===== src/rtl/disp_bcd_feed.sv =====
// Binary to two-digit BCD feeder for the 7-segment refresh stage.
// Sequential double-dabble conversion plus a free-running refresh strobe.
module disp_bcd_feed #(
   parameter int REFRESH_DIV = 50000
) (
   input  logic       Clk,
   input  logic       Rst_n,
   input  logic       Load,
   input  logic [7:0] BinIn,
   output logic       Busy,
   output logic       Ovf,
   output logic [7:0] InD,
   output logic       Cen
);

   localparam int DW = (REFRESH_DIV > 2) ? $clog2(REFRESH_DIV) : 1;
   localparam logic [DW-1:0] DIV_LAST = DW'(REFRESH_DIV - 1);

   typedef enum logic [1:0] {
      IDLE   = 2'd0,
      CONV   = 2'd1,
      UPDATE = 2'd2
   } state_t;

   state_t state, next_state;

   logic [2:0]    iter;
   logic [15:0]   scratch;
   logic          ovf_pending;
   logic [DW-1:0] div_cnt;

   logic          do_load;
   logic          do_iter;
   logic          do_update;

   logic [7:0]    sat;
   logic [3:0]    units_adj;
   logic [3:0]    tens_adj;

   always_ff @(posedge Clk or negedge Rst_n) begin
      if (!Rst_n) begin
         state <= IDLE;
         Busy  <= 1'b0;
      end else begin
         state <= next_state;
         Busy  <= (next_state != IDLE);
      end
   end

   always_comb begin
      next_state = state;
      unique case (state)
         IDLE:    if (Load) next_state = CONV;
         CONV:    if (iter == 3'd7) next_state = UPDATE;
         UPDATE:  next_state = IDLE;
         default: next_state = IDLE;
      endcase
   end

   always_comb begin
      do_load   = 1'b0;
      do_iter   = 1'b0;
      do_update = 1'b0;
      unique case (state)
         IDLE:    do_load   = Load;
         CONV:    do_iter   = 1'b1;
         UPDATE:  do_update = 1'b1;
         default: ;
      endcase
   end

   // Saturating at 99 keeps both digits in 0..9, so no hundreds digit.
   assign sat       = (BinIn > 8'd99) ? 8'd99 : BinIn;
   assign units_adj = (scratch[11:8] >= 4'd5) ? scratch[11:8] + 4'd3
                                              : scratch[11:8];
   assign tens_adj  = (scratch[15:12] >= 4'd5) ? scratch[15:12] + 4'd3
                                               : scratch[15:12];

   always_ff @(posedge Clk or negedge Rst_n) begin
      if (!Rst_n) begin
         scratch     <= 16'h0000;
         iter        <= 3'd0;
         ovf_pending <= 1'b0;
         InD         <= 8'h00;
         Ovf         <= 1'b0;
      end else begin
         if (do_load) begin
            scratch     <= {8'h00, sat};
            ovf_pending <= (BinIn > 8'd99);
            iter        <= 3'd0;
         end
         if (do_iter) begin
            scratch <= {tens_adj[2:0], units_adj, scratch[7:0], 1'b0};
            iter    <= iter + 3'd1;
         end
         if (do_update) begin
            InD <= scratch[15:8];
            Ovf <= ovf_pending;
         end
      end
   end

   // Refresh divider runs regardless of the conversion FSM.
   always_ff @(posedge Clk or negedge Rst_n) begin
      if (!Rst_n) begin
         div_cnt <= '0;
         Cen     <= 1'b0;
      end else if (div_cnt == DIV_LAST) begin
         div_cnt <= '0;
         Cen     <= 1'b1;
      end else begin
         div_cnt <= div_cnt + 1'b1;
         Cen     <= 1'b0;
      end
   end

endmodule

===== config.mk =====
export PLATFORM = sky130hd
export DESIGN_NAME = disp_bcd_feed
export DESIGN_NICKNAME = d
export VERILOG_FILES = /design/src/rtl/disp_bcd_feed.sv
export SDC_FILE = /design/constraint.sdc
export NUM_CORES = 1
export LEC_CHECK = 0
export BUFFER_PORTS_ARGS = -buffer_cell sky130_fd_sc_hd__buf_4
export CAP_MARGIN = 20
export CORE_MARGIN = 1
export CORE_UTILIZATION = 37
export CTS_BUF_LIST = sky130_fd_sc_hd__clkbuf_8
export DETAILED_ROUTE_END_ITERATION = 6
export PLACE_DENSITY = 0.61
export SLEW_MARGIN = 20
export SYNTH_ARGS = -nofsm -noshare
export SYNTH_HDL_FRONTEND = slang
export SYNTH_SLANG_ARGS = --single-unit
export TNS_END_PERCENT = 10

===== constraint.sdc =====
create_clock -name Clk -period 4 [get_ports Clk]
set_input_delay 0.6 -clock Clk [delete_from_list [all_inputs] [get_ports Clk]]
set_output_delay 0.6 -clock Clk [all_outputs]
set_load 0.05 [all_outputs]

# Word-level counts from Yosys, hierarchy flattened
# Index checks and enable logic that the tools add are counted.
# op_classes
magnitude_cmp	3
add_sub_neg	4
eq_ne	4
muxes	15
n_reduce_logical	3
# ops
op	count
$mux W16	3
$add A16 B1 Y16 const B	1
$eq A16 B16 Y1 const B	1
$mux W3	3
$ge A4 B3 Y1 const B	2
$gt A8 B7 Y1 const B	1
$mux W8	1
$add A4 B2 Y4 const B	1
$mux W1	4
$mux W2	2
$mux W4	1
$pmux W2 S2	1
$reduce_bool A2 Y1	2
$add A3 B1 Y3 const B	1
$add A3 B2 Y3 const B	1
$eq A3 B3 Y1 const B	1
$eq A2 B1 Y1 const B	1
$eq A2 B2 Y1 const B	1
$logic_not A2 Y1	1
# word_totals
ff_bits	49
input_bits	11
output_inout_bits	11

# Longest topological paths before layout
# Gate-level depths: netlist of the first run.
# logic_depth
word_depth	4
depth_mapped	6
ltp_nobuf	6

# Worst setup path before layout of the first run
# No wires, ideal clock.
# synth_timing
path_kind	flip-flop to flip-flop
start	reg div_cnt[11]
end	reg div_cnt[15]
synth_period_minus_slack_ns	1.783
arrival_time_ns	1.662
setup_time_ns	0.121
path_stages_with_launch	5
path_buffers	0
slack_ns	2.217
cell_sequence	dfrtp_1 -> or4b_4 -> nor4_4 -> o21ai_1 -> a22o_1
# synth_via
elab_chain_cells	2
# synth_lines
element	line_no	source
start, declared	30	logic [DW-1:0] div_cnt;
start signal, assigned	112	div_cnt <= div_cnt + 1'b1;
$add A16 B1 Y16 or $eq A16 B16 Y1 (tied branches)	112, 108	
$mux W16 (*)	108	end else if (div_cnt == DIV_LAST) begin
# Every way passes the cells marked *; elsewhere a longest branch is shown, timed or not.
# A chain may end at the register's enable or synchronous reset.

# Worst setup path after layout of the first run
# Ends and elaborated chain as after synthesis.

==> key figures, run 1 <==
Worst setup path
  – Critical Path Start: div_cnt[11]$_DFF_PN0_
  – CP Launch Type: flip-flop
  – Slowest stage delay, CP: between 0.5 and 0.6 ns
  – Cell Chain, Critical Path: or4b_4 -> nor4_4 -> o21ai_1 -> a22o_1
  – R2R setup slack: roughly 2 ns
  – Slowest cell on the critical path: or4b_4
  – Worst reg2reg path endpoint: div_cnt[15]$_DFF_PN0_
  – Worst Setup Path Type: reg -> reg
  – Worst r2r src: div_cnt[11]$_DFF_PN0_
  – Critical Path RT: 4.19 ns
  – CP Capture Type: flip-flop
  – Critical path data arrival time: roughly 2.2 ns
  – Worst Path Max Fanout: 10
  – Worst r2r path cells: 4

GRT
  – Total GRT Usage: approximately 14%
  – Pin count of the biggest net entering global routing: 50
  – First-pass GRT wire length: ~6800 um
  – Vias in the first global route: between 1000 and 1500
  – Initial antenna violation count: 0
  – Overflow after GRT: 0

Clock network
  – Reg clk slew, reported paths: 0.09 ns
  – Clk root buf: clkbuf_8
  – # resized after CTS: 0
  – CTS tree: built
  – Hold buffers post-CTS: 0
  – Htree depth: 2
  – CTS Buf Count: 5
  – Clock net sink count: 49
  – Postcts setup bufs: 0
  – Worst-Skew Late Latency: approximately 0.3 ns
  – Longest Clk Path Bufs: 2

STA
  – Least-Margin Pin Slew: between 0.8 and 0.9 ns
  – Fin crit period: 1.988 ns
  – Final worst slack: 2.012 ns
  – Unrepaired setup endpoints after global routing: no
  – Pins over their slew limit: 0
  – Total Neg Setup Slack: 0 ns
  – Final hold vios: 0
  – Fmax: around 500 MHz
  – Slew margin rel.: between 40% and 50%
  – Crit share post-route: 49.69%
  – Final setup violating endpoints: 0
  – Final Skew: 0.01148 ns

Placed design
  – Final HPWL DP: about 2500 um
  – Routability Congestion: between 0.7 and 0.8
  – Pre-CTS setup slack: 1.792 ns
  – PortBufs: 21

Floorplan
  – Core area: around 5600 um^2
  – Row cnt: 27
  – Initial Utilization: between 30% and 40%
  – Die Ht: just under 80 um
  – IO Count: 22
  – Full die area: 6254 um^2
  – Horiz. Die Dim: around 79 um

Detailed routing
  – Residual DRC count: 0
  – Wirelength per Cell: between 10 and 15 um
  – WL final: 3867 um
  – Via count: 1528
  – First-iteration detailed-routing DRC count: slightly below 100
  – Detail Route Antenna Nets: 0
  – Average vias per placed instance: between 5 and 6
  – First-pass DRT Iterations: 4

Yosys
  – Post-synth cell types: 37
  – Synth Register Bits: 49
  – Post-Syn Nets: 220
  – Ys Warns: 0
  – Gate Count Post-Synth: about 200
  – Cell area after synthesis: between 2000 and 2500 um^2
  – Avg Cell Area, Syn: about 11 um^2
  – Post-synthesis sequential area ratio: 55.78%

Power
  – Maximum VDD drop: approximately 280 uV
  – P per Cell Area: between 600 and 700 nW/um^2
  – LEAKAGE: 0.001172 uW

Layout
  – N_diodes: 0
  – Multi-input logic area: around 900 um^2
  – Share of cells above drive strength 1: between 10% and 20%
  – Commonest non-fill, non-tap cell in the layout: dfrtp_1
  – Storage cell area: ~1200 um^2
  – Area grow syn2layout: 15.37%
  – Utilization after layout: a little under half
  – Filler cell count: between 500 and 600
  – Most frequent cells in the layout: dfrtp_1, buf_4, nand2_1
  – Fin nets: 243

Run
  – Max Cap Viol: 0

Run status
  – Status: completed

Min path
  – Hold Crit Class: in -> async
-- per-stage QoR --
stage          cells  instance area [um^2]  total power, uW  hold WS (ns)
2_1_floorplan    202                  2198             1252        0.3044
3_3_place_gp     290                  2431             1426        0.4512
3_5_place_dp     290                  2431             1442        0.4612
4_1_cts          298                  2536             1771        0.3257
5_1_grt          298                  2536             1894        0.3484
6_report         298                  2536             1749        0.3060
-- worst max path at each step --
stage | endpoint | cells past startpoint
final | div_cnt[15]$_DFF_PN0_ | 4
after global routing | scratch[11]$_DFFE_PN0P_ | 5
after floorplan | div_cnt[15]$_DFF_PN0_ | 4
after global placement | scratch[15]$_DFFE_PN0P_ | 6
after detailed placement | scratch[11]$_DFFE_PN0P_ | 6
after CTS | div_cnt[15]$_DFF_PN0_ | 4
-- critical path: cells and delay by family (launching register included) --
family / cells / cell delay (ns)
compound gates: 2 / 0.33
flops: 1 / 0.43
simple gates: 2 / 1.12
-- cell type report --
cell class	instances	share of cell area [%]
clock buffer	7	3.799
clock inverter	1	0.3453
inverter	7	1.036
multi-input combinational	140	36.41
sequential	49	48.35
tap	72	3.552
timing repair buffer	22	6.512
-- synth_stat cells (all sizes together) --
master,n,share of area (%)
nand4,3,0.85
mux2i,1,0.46
xnor2,8,3.2
and2,1,0.28
nor3b,1,0.34
ha,7,4.0
nor2,18,3.1
nor2b,2,0.57
a21oi,4,0.91
a22o,1,0.40
dfrtp,49,56
or3,2,0.57
nand3,15,3.4
mux2,6,3.1
o21a,1,0.34
o31ai,4,1.4
inv,7,1.2
o2bb2ai,1,0.40
a32o,2,0.91
or4b,1,0.63
and2b,1,0.40
o22ai,1,0.28
nor4,3,1.5
clkbuf,6,1.0
nand2b,4,1.1
or4bb,2,1.2
nor3,3,0.68
a211oi,1,0.34
a221oi,3,1.2
or3b,1,0.40
nand2,20,3.4
xor2,7,2.8
o311a,1,0.46
o21ai,15,3.4
-- where the power goes --
part | total, uW | switching [uW] | internal [uW]
Sequential | 734 | 90.0 | 644
Combinational | 694 | 439 | 255
Clock | 321 | 161 | 160
-- metal layers --
metal / share of wire [%] / track usage, % / vias up
met5: 0 / 0 / -
met3: 4.3 / 2.989 / 7
met1: 49 / 18.66 / 721
met4: 1.5 / 6.182 / 0
li1: - / - / 753
met2: 45 / 22.07 / 47
-- kinds of logic (layout without fill, tap and decap cells) --
logic type	after synthesis	after routing	share of synthesized area, %
and+or+nand+nor	77	77	18.50
DFF	49	49	55.78
AOI/OAI and AO/OA	34	34	10.02
xor gates and xnor gates	15	15	5.976
buffers and inverters	13	37	2.220
adders and majority gates	7	7	3.984
muxes	7	7	3.529
-- registers in the layout, summed over array words and instances, names as in the netlist --
register	count
Cen	1
Ovf	1
state	2
div_cnt	16
Busy	1
ovf_pending	1
iter	3
scratch	16
InD	8
No activity file was read; power rests on OpenSTA's default activity.
==> inputs of run 2 (changes only) <==
--- a/config.mk
+++ b/config.mk
@@ -11,7 +11,7 @@
 export CORE_UTILIZATION = 37
 export CTS_BUF_LIST = sky130_fd_sc_hd__clkbuf_8
 export DETAILED_ROUTE_END_ITERATION = 6
-export PLACE_DENSITY = 0.61
+export PLACE_DENSITY = 0.63
 export SLEW_MARGIN = 20
 export SYNTH_ARGS = -nofsm -noshare
 export SYNTH_HDL_FRONTEND = slang
==> constraint.sdc (replaced) <==
create_clock -name Clk -period 1.7 [get_ports Clk]
set_input_delay 0.255 -clock Clk [delete_from_list [all_inputs] [get_ports Clk]]
set_output_delay 0.255 -clock Clk [all_outputs]
set_load 0.05 [all_outputs]
==> run 2 against run 1 <==
Non-clock buffer count is 22 higher; wire length grew 5.6%; combinational power rose to 2.5 times the previous value; worst hold slack got worse by 0.12 ns; sequential power up 130%; critical endpoint unchanged; largest cell class unchanged; highest routed layer unchanged.
==> key figures, run 2 (synthesized netlist as in run 1, its figures left out) <==
Placed design
  – PortBufs: 21 (unchanged)
  – Placed insts: 311 (was 290)
  – Pre-CTS setup slack: 0.03925 ns (was 1.792 ns)
  – Final HPWL DP: 2768 um (was 2535 um)
  – Routability Congestion: 0.7852 (was 0.7616)

Floorplan
  – Full die area: 6254 um^2 (unchanged)
  – Horiz. Die Dim: 79.08 um (unchanged)
  – Row cnt: 27 (unchanged)
  – Die Ht: 79.08 um (unchanged)
  – IO Count: 22 (unchanged)
  – Core area: 5608 um^2 (unchanged)
  – Initial Utilization: 39.20% (unchanged)

GRT
  – First-pass GRT wire length: 6886 um (was 6796 um)
  – Overflow after GRT: 0 (unchanged)
  – Pin count of the biggest net entering global routing: 50 (unchanged)
  – Total GRT Usage: 14.16% (was 14.05%)
  – Vias in the first global route: 1538 (was 1491)
  – Initial antenna violation count: 0 (unchanged)

STA
  – Fmax: 600.1 MHz (was 503.1 MHz)
  – Crit share post-route: 98.02% (was 49.69%)
  – Final worst slack: 0.03359 ns (was 2.012 ns)
  – Unrepaired setup endpoints after global routing: yes (was no)
  – Final Skew: 0.01494 ns (was 0.01148 ns)
  – Least-Margin Pin Slew: 0.6229 ns (was 0.8947 ns)
  – Fin crit period: 1.666 ns (was 1.988 ns)
  – Final hold vios: 0 (unchanged)
  – Final setup violating endpoints: 0 (unchanged)
  – Pins over their slew limit: 0 (unchanged)
  – Total Neg Setup Slack: 0 ns (unchanged)
  – Slew margin rel.: 58.47% (was 40.23%)

Detailed routing
  – First-iteration detailed-routing DRC count: 66 (was 97)
  – Average vias per placed instance: 4.897 (was 5.128)
  – WL final: 4082 um (was 3867 um)
  – Detail Route Antenna Nets: 0 (unchanged)
  – Residual DRC count: 0 (unchanged)
  – First-pass DRT Iterations: 4 (unchanged)
  – Wirelength per Cell: 12.76 um (was 12.98 um)
  – Via count: 1567 (was 1528)

Clock network
  – CTS Buf Count: 5 (unchanged)
  – Worst-Skew Late Latency: 0.30 ns (about the same)
  – CTS tree: built (unchanged)
  – Clock net sink count: 49 (unchanged)
  – Htree depth: 2 (unchanged)
  – Reg clk slew, reported paths: 0.09 ns (about the same)
  – Longest Clk Path Bufs: 2 (unchanged)
  – Clk root buf: clkbuf_8 (unchanged)

Layout
  – Fin cells: 320 (was 298)
  – Utilization after layout: 48.62% (was 45.23%)
  – Fin nets: 265 (was 243)
  – Share of cells above drive strength 1: 27.82% (was 18.14%)
  – Commonest non-fill, non-tap cell in the layout: dfrtp_1 (unchanged)
  – N_diodes: 0 (unchanged)
  – Most frequent cells in the layout: dfrtp_1, buf_4, nand2_1 (unchanged)
  – Area grow syn2layout: 24.02% (was 15.37%)
  – Biggest regs: div_cnt: 16 flops, scratch: 16 flops, InD: 8 flops (unchanged)

Worst setup path
  – Critical path data arrival time: 1.85 ns (was 2.17 ns)
  – Slowest stage delay, CP: 0.56 ns (about the same)
  – Critical Path RT: 1.89 ns (was 4.19 ns)
  – Cell Chain, Critical Path: or4b_4 -> nor4_4 -> o21ai_1 -> a22o_1 (unchanged)
  – Worst Path Max Fanout: 4 (was 10)
  – CP Capture Type: flip-flop (unchanged)
  – Worst Setup Path Type: reg -> reg (unchanged)
  – CP Launch Type: flip-flop (unchanged)
  – Slowest cell on the critical path: or4b_4 (unchanged)

Run status
  – Status: completed (unchanged)

Power
  – P per Cell Area: 1535 nW/um^2 (was 689.8 nW/um^2)
  – Maximum VDD drop: 701.6 uV (was 280.1 uV)
  – LEAKAGE: 0.001280 uW (was 0.001172 uW)
  – Total power: 4185 uW (was 1749 uW)

Run
  – Max Cap Viol: 0 (unchanged)

Min path
  – Hold Crit Class: in -> reg (was in -> async)
-- run 2: per-layer routing --
| metal | routed length, um | GRT usage [%] |
|---|---|---|
| met1 | 2087 | 19.27 |
| met2 | 1833 | 22.41 |
| met3 | 106 | 2.184 |
| met4 | 55 | 6.000 |
| met5 | 0 | 0 |
-- run 2: what timing repair did --
action	in CTS	in global routing
hold buffers	1	0
endpoints found under the setup margin	0	14
buffers inserted	0	0
endpoints found under the hold margin	40	0
resized for setup	0	7
-- run 2: path summary, 6_finish.rpt --
path,cells after the start,to,slack (ns),start
worst max-delay path,4,div_cnt[15]$_DFF_PN0_,0.03,div_cnt[11]$_DFF_PN0_
worst min-delay path,3,scratch[0]$_DFFE_PN0P_,0.19,BinIn[0]
worst max register to register,4,div_cnt[15]$_DFF_PN0_,0.03,div_cnt[11]$_DFF_PN0_
worst min register to register,2,scratch[7]$_DFFE_PN0P_,0.48,scratch[6]$_DFFE_PN0P_
max in group asynchronous,2,div_cnt[10]$_DFF_PN0_,0.75,Rst_n
min in group asynchronous,2,div_cnt[7]$_DFF_PN0_,0.52,Rst_n
-- run 2: layout make-up --
class / instances / area [um^2]
fill: 545 / 2882
clock inverter: 2 / 13.76
inverter: 7 / 26.28
multi-input combinational: 140 / 954.7
clock buffer: 6 / 82.58
timing repair buffer: 44 / 332.8
sequential: 49 / 1226
tap: 72 / 90.09
-- run 2: worst max-delay path: cells and delay by family (launching register included) --
kind | cells | cell delay (ns)
flip-flops | 1 | 0.38
AND/OR/NAND/NOR | 2 | 0.89
AO/OA/AOI/OAI | 2 | 0.28
-- run 2: through the flow --
step	hold WS, ns	area (um^2)
detailed placement	0.3194	2589
CTS	0.1785	2695
global route	0.1982	2726
finish	0.1873	2726
global placement	0.3146	2589
floorplan	-0.04059	2198
-- run 2: where the power goes --
part	leakage (uW)	total, uW	internal, uW	switching [uW]
registers	0.000614	1720	1520	209
clock network	0.0000512	715	330	384
logic	0.000615	1750	688	1060
==> inputs of run 3 (changes only) <==
--- a/config.mk
+++ b/config.mk
@@ -12,6 +12,7 @@
 export CTS_BUF_LIST = sky130_fd_sc_hd__clkbuf_8
 export DETAILED_ROUTE_END_ITERATION = 6
 export PLACE_DENSITY = 0.63
+export REMOVE_ABC_BUFFERS = 1
 export SLEW_MARGIN = 20
 export SYNTH_ARGS = -nofsm -noshare
 export SYNTH_HDL_FRONTEND = slang
==> run 3 against run 2 <==
The flow now finishes with violations (setup timing); critical path type unchanged; sequential cell count stayed put; worst setup slack got worse by 0.043 ns; critical path depth unchanged; non-clock buffer count is 3 lower; fmax decreased by 2.5%; first-iteration DRC count grew 15%; wire length down 3.0%; cell count is 0.94% lower; cell area down 1.4%; sequential share of layout area is 0.63 points higher; clock-buffer cell count rose by 1; die area stayed put.
==> key figures, run 3 (synthesized netlist as in run 1, its figures left out) <==
Run status
  – Status: finished, violations left (was completed)
  – Failing checks: setup timing

GRT
  – Total GRT Usage: 14.14% (was 14.16%)
  – Overflow after GRT: 0 (unchanged)
  – First-pass GRT wire length: 6844 um (was 6886 um)
  – Pin count of the biggest net entering global routing: 50 (unchanged)
  – Initial antenna violation count: 0 (unchanged)
  – Vias in the first global route: 1500 (was 1538)

Layout
  – Share of cells above drive strength 1: 24.90% (was 27.82%)
  – Fin nets: 262 (was 265)
  – Design Area, Final: 2689 um^2 (was 2726 um^2)
  – Commonest non-fill, non-tap cell in the layout: dfrtp_1 (unchanged)
  – Biggest regs: div_cnt: 16 flops, scratch: 16 flops, InD: 8 flops (unchanged)
  – Most frequent cells in the layout: dfrtp_1, buf_4, nand2_1 (unchanged)
  – N_diodes: 0 (unchanged)
  – Utilization after layout: 47.95% (was 48.62%)
  – Area grow syn2layout: 22.31% (was 24.02%)

STA
  – Least-Margin Pin Slew: 0.6103 ns (was 0.6229 ns)
  – Unrepaired setup endpoints after global routing: yes (unchanged)
  – Final Skew: 0.006547 ns (was 0.01494 ns)
  – Crit share post-route: 100.5% (was 98.02%)
  – Final worst slack: -0.009146 ns (was 0.03359 ns)
  – Slew margin rel.: 59.32% (was 58.47%)
  – Fmax: 585.1 MHz (was 600.1 MHz)
  – Final hold vios: 0 (unchanged)
  – Final setup violating endpoints: 1 (was 0)
  – Pins over their slew limit: 0 (unchanged)
  – Fin crit period: 1.709 ns (was 1.666 ns)

Detailed routing
  – First-pass DRT Iterations: 4 (unchanged)
  – Residual DRC count: 0 (unchanged)
  – WL final: 3959 um (was 4082 um)
  – Average vias per placed instance: 4.978 (was 4.897)
  – Detail Route Antenna Nets: 0 (unchanged)
  – Wirelength per Cell: 12.49 um (was 12.76 um)
  – First-iteration detailed-routing DRC count: 76 (was 66)
  – Via count: 1578 (was 1567)

Power
  – Internal power: 2566 uW (was 2534 uW)
  – Sw power: 1631 uW (was 1651 uW)
  – Share of power burned in registers: 41.0% (was 41.2%)
  – Total power: 4197 uW (was 4185 uW)
  – Part of the power in combinational logic: 41.2% (was 41.7%)
  – Switching share of power: 38.86% (was 39.44%)
  – LEAKAGE: 0.001270 uW (was 0.001280 uW)
  – P per Cell Area: 1561 nW/um^2 (was 1535 nW/um^2)
  – Clock share of power: 17.8% (was 17.1%)
  – Maximum VDD drop: 610.8 uV (was 701.6 uV)

Worst setup path
  – Worst Setup Path Type: reg -> reg (unchanged)
  – Slowest cell on the critical path: or4b_4 (unchanged)
  – Top delay family on crit path: simple AND/OR/NAND/NOR gates (unchanged)
  – Worst Path Max Fanout: 5 (was 4)
  – CP bufs+invs: 0 (unchanged)
  – Worst reg2reg path endpoint: div_cnt[15]$_DFF_PN0_ (unchanged)
  – R2R setup slack: -0.009 ns (was 0.03 ns)
  – Worst r2r path cells: 4 (unchanged)
  – Cell Chain, Critical Path: or4b_4 -> nor4_4 -> o21ai_1 -> a22o_1 (unchanged)
  – Slowest stage delay, CP: 0.55 ns (was 0.56 ns)
  – Critical path data arrival time: 1.90 ns (was 1.85 ns)
  – CP Launch Type: flip-flop (unchanged)
  – CP Capture Type: flip-flop (unchanged)
  – Worst r2r src: div_cnt[11]$_DFF_PN0_ (unchanged)
  – Critical Path RT: 1.89 ns (about the same)

Clock network
  – Clock net sink count: 49 (unchanged)
  – CTS tree: built (unchanged)
  – Longest Clk Path Bufs: 2 (unchanged)
  – CTS Buf Count: 5 (unchanged)
  – Reg clk slew, reported paths: 0.08 ns (was 0.09 ns)
  – Clk root buf: clkbuf_8 (unchanged)
  – Htree depth: 2 (unchanged)
  – Worst-Skew Late Latency: 0.30 ns (about the same)

Placed design
  – Pre-CTS setup slack: 0.0002512 ns (was 0.03925 ns)
  – Cell area after placement: 2559 um^2 (was 2589 um^2)
  – Final HPWL DP: 2802 um (was 2768 um)
  – Routability Congestion: 0.7541 (was 0.7852)
  – PortBufs: 21 (unchanged)

Min path
  – Hold Crit Start: BinIn[0] (unchanged)
  – WHS Path Cells: 3 (unchanged)
  – Hold Crit Class: in -> reg (unchanged)
  – WHS Endpoint: scratch[0]$_DFFE_PN0P_ (unchanged)

Floorplan
  – Full die area: 6254 um^2 (unchanged)
  – Initial Utilization: 39.20% (unchanged)
  – Die Ht: 79.08 um (unchanged)
  – Horiz. Die Dim: 79.08 um (unchanged)
  – Row cnt: 27 (unchanged)
  – Core area: 5608 um^2 (unchanged)
  – IO Count: 22 (unchanged)

Run
  – Max Cap Viol: 0 (unchanged)
## run 3: through the flow
stage	std cells	hold slack, ns	TNS (ns)
final	317	0.1905	-0.009146
after floorplan	196	-0.04059	-0.1396
after global placement	307	0.3126	0
after global routing	317	0.1768	-0.6248
after CTS	316	0.1801	0
after detailed placement	307	0.3153	0
## run 3: worst max path at each step
| stage | startpoint | to | slack [ns] | cells after the start |
|---|---|---|---|---|
| final | div_cnt[11]$_DFF_PN0_ | div_cnt[15]$_DFF_PN0_ | -0.009 | 4 |
| after global placement | div_cnt[11]$_DFF_PN0_ | div_cnt[15]$_DFF_PN0_ | 0.04 | 4 |
| after global routing | div_cnt[11]$_DFF_PN0_ | div_cnt[15]$_DFF_PN0_ | -0.10 | 4 |
| after CTS | div_cnt[4]$_DFF_PN0_ | div_cnt[15]$_DFF_PN0_ | 0.008 | 4 |
| after floorplan | div_cnt[11]$_DFF_PN0_ | div_cnt[15]$_DFF_PN0_ | -0.08 | 4 |
| after detailed placement | div_cnt[11]$_DFF_PN0_ | div_cnt[15]$_DFF_PN0_ | 0.0003 | 4 |
## run 3: power by group through the flow
stage	Clock, uW	Sequential [uW]	Combinational [uW]
6_report	746	1720	1730
5_1_grt	821	1770	1920
4_1_cts	770	1720	1730
3_5_place_dp	0	1750	1730
3_3_place_gp	0	1730	1690
2_1_floorplan	0	2080	837
## run 3: worst register-to-register path, stage by stage (launching register included)
cell and delay (ns):
dfrtp_1 0.40, or4b_4 0.55, nor4_4 0.38, o21ai_1 0.09, a22o_1 0.18
## run 3: area by class of cell
class,instances,area (um^2)
clock buffers,7,96.34
repair buffers,41,310.3
fillers,571,2919
flip-flops and latches,49,1226
clock inverters,1,5.005
multi-input cells,140,934.6
inverters,7,26.28
well taps,72,90.09
## run 3: timing repair
item | in CTS | in global routing
buffers inserted | 0 | 1
endpoints found under the hold margin | 49 | 0
pin swaps | 3 | 1
hold buffers | 1 | 0
gates resized for setup | 0 | 3
setup endpoints to repair | 1 | 11
## run 3: layer usage
| metal | up-vias | wire length, um | part of all wire (%) | global-route usage, % |
|---|---|---|---|---|
| met3 | 3 | 127 | 3.2 | 3.218 |
| met5 | - | 0 | 0 | 0 |
| li1 | 792 | - | - | - |
| met4 | 0 | 22 | 0.56 | 4.909 |
| met1 | 757 | 1969 | 50 | 19.05 |
| met2 | 26 | 1839 | 46 | 22.33 |
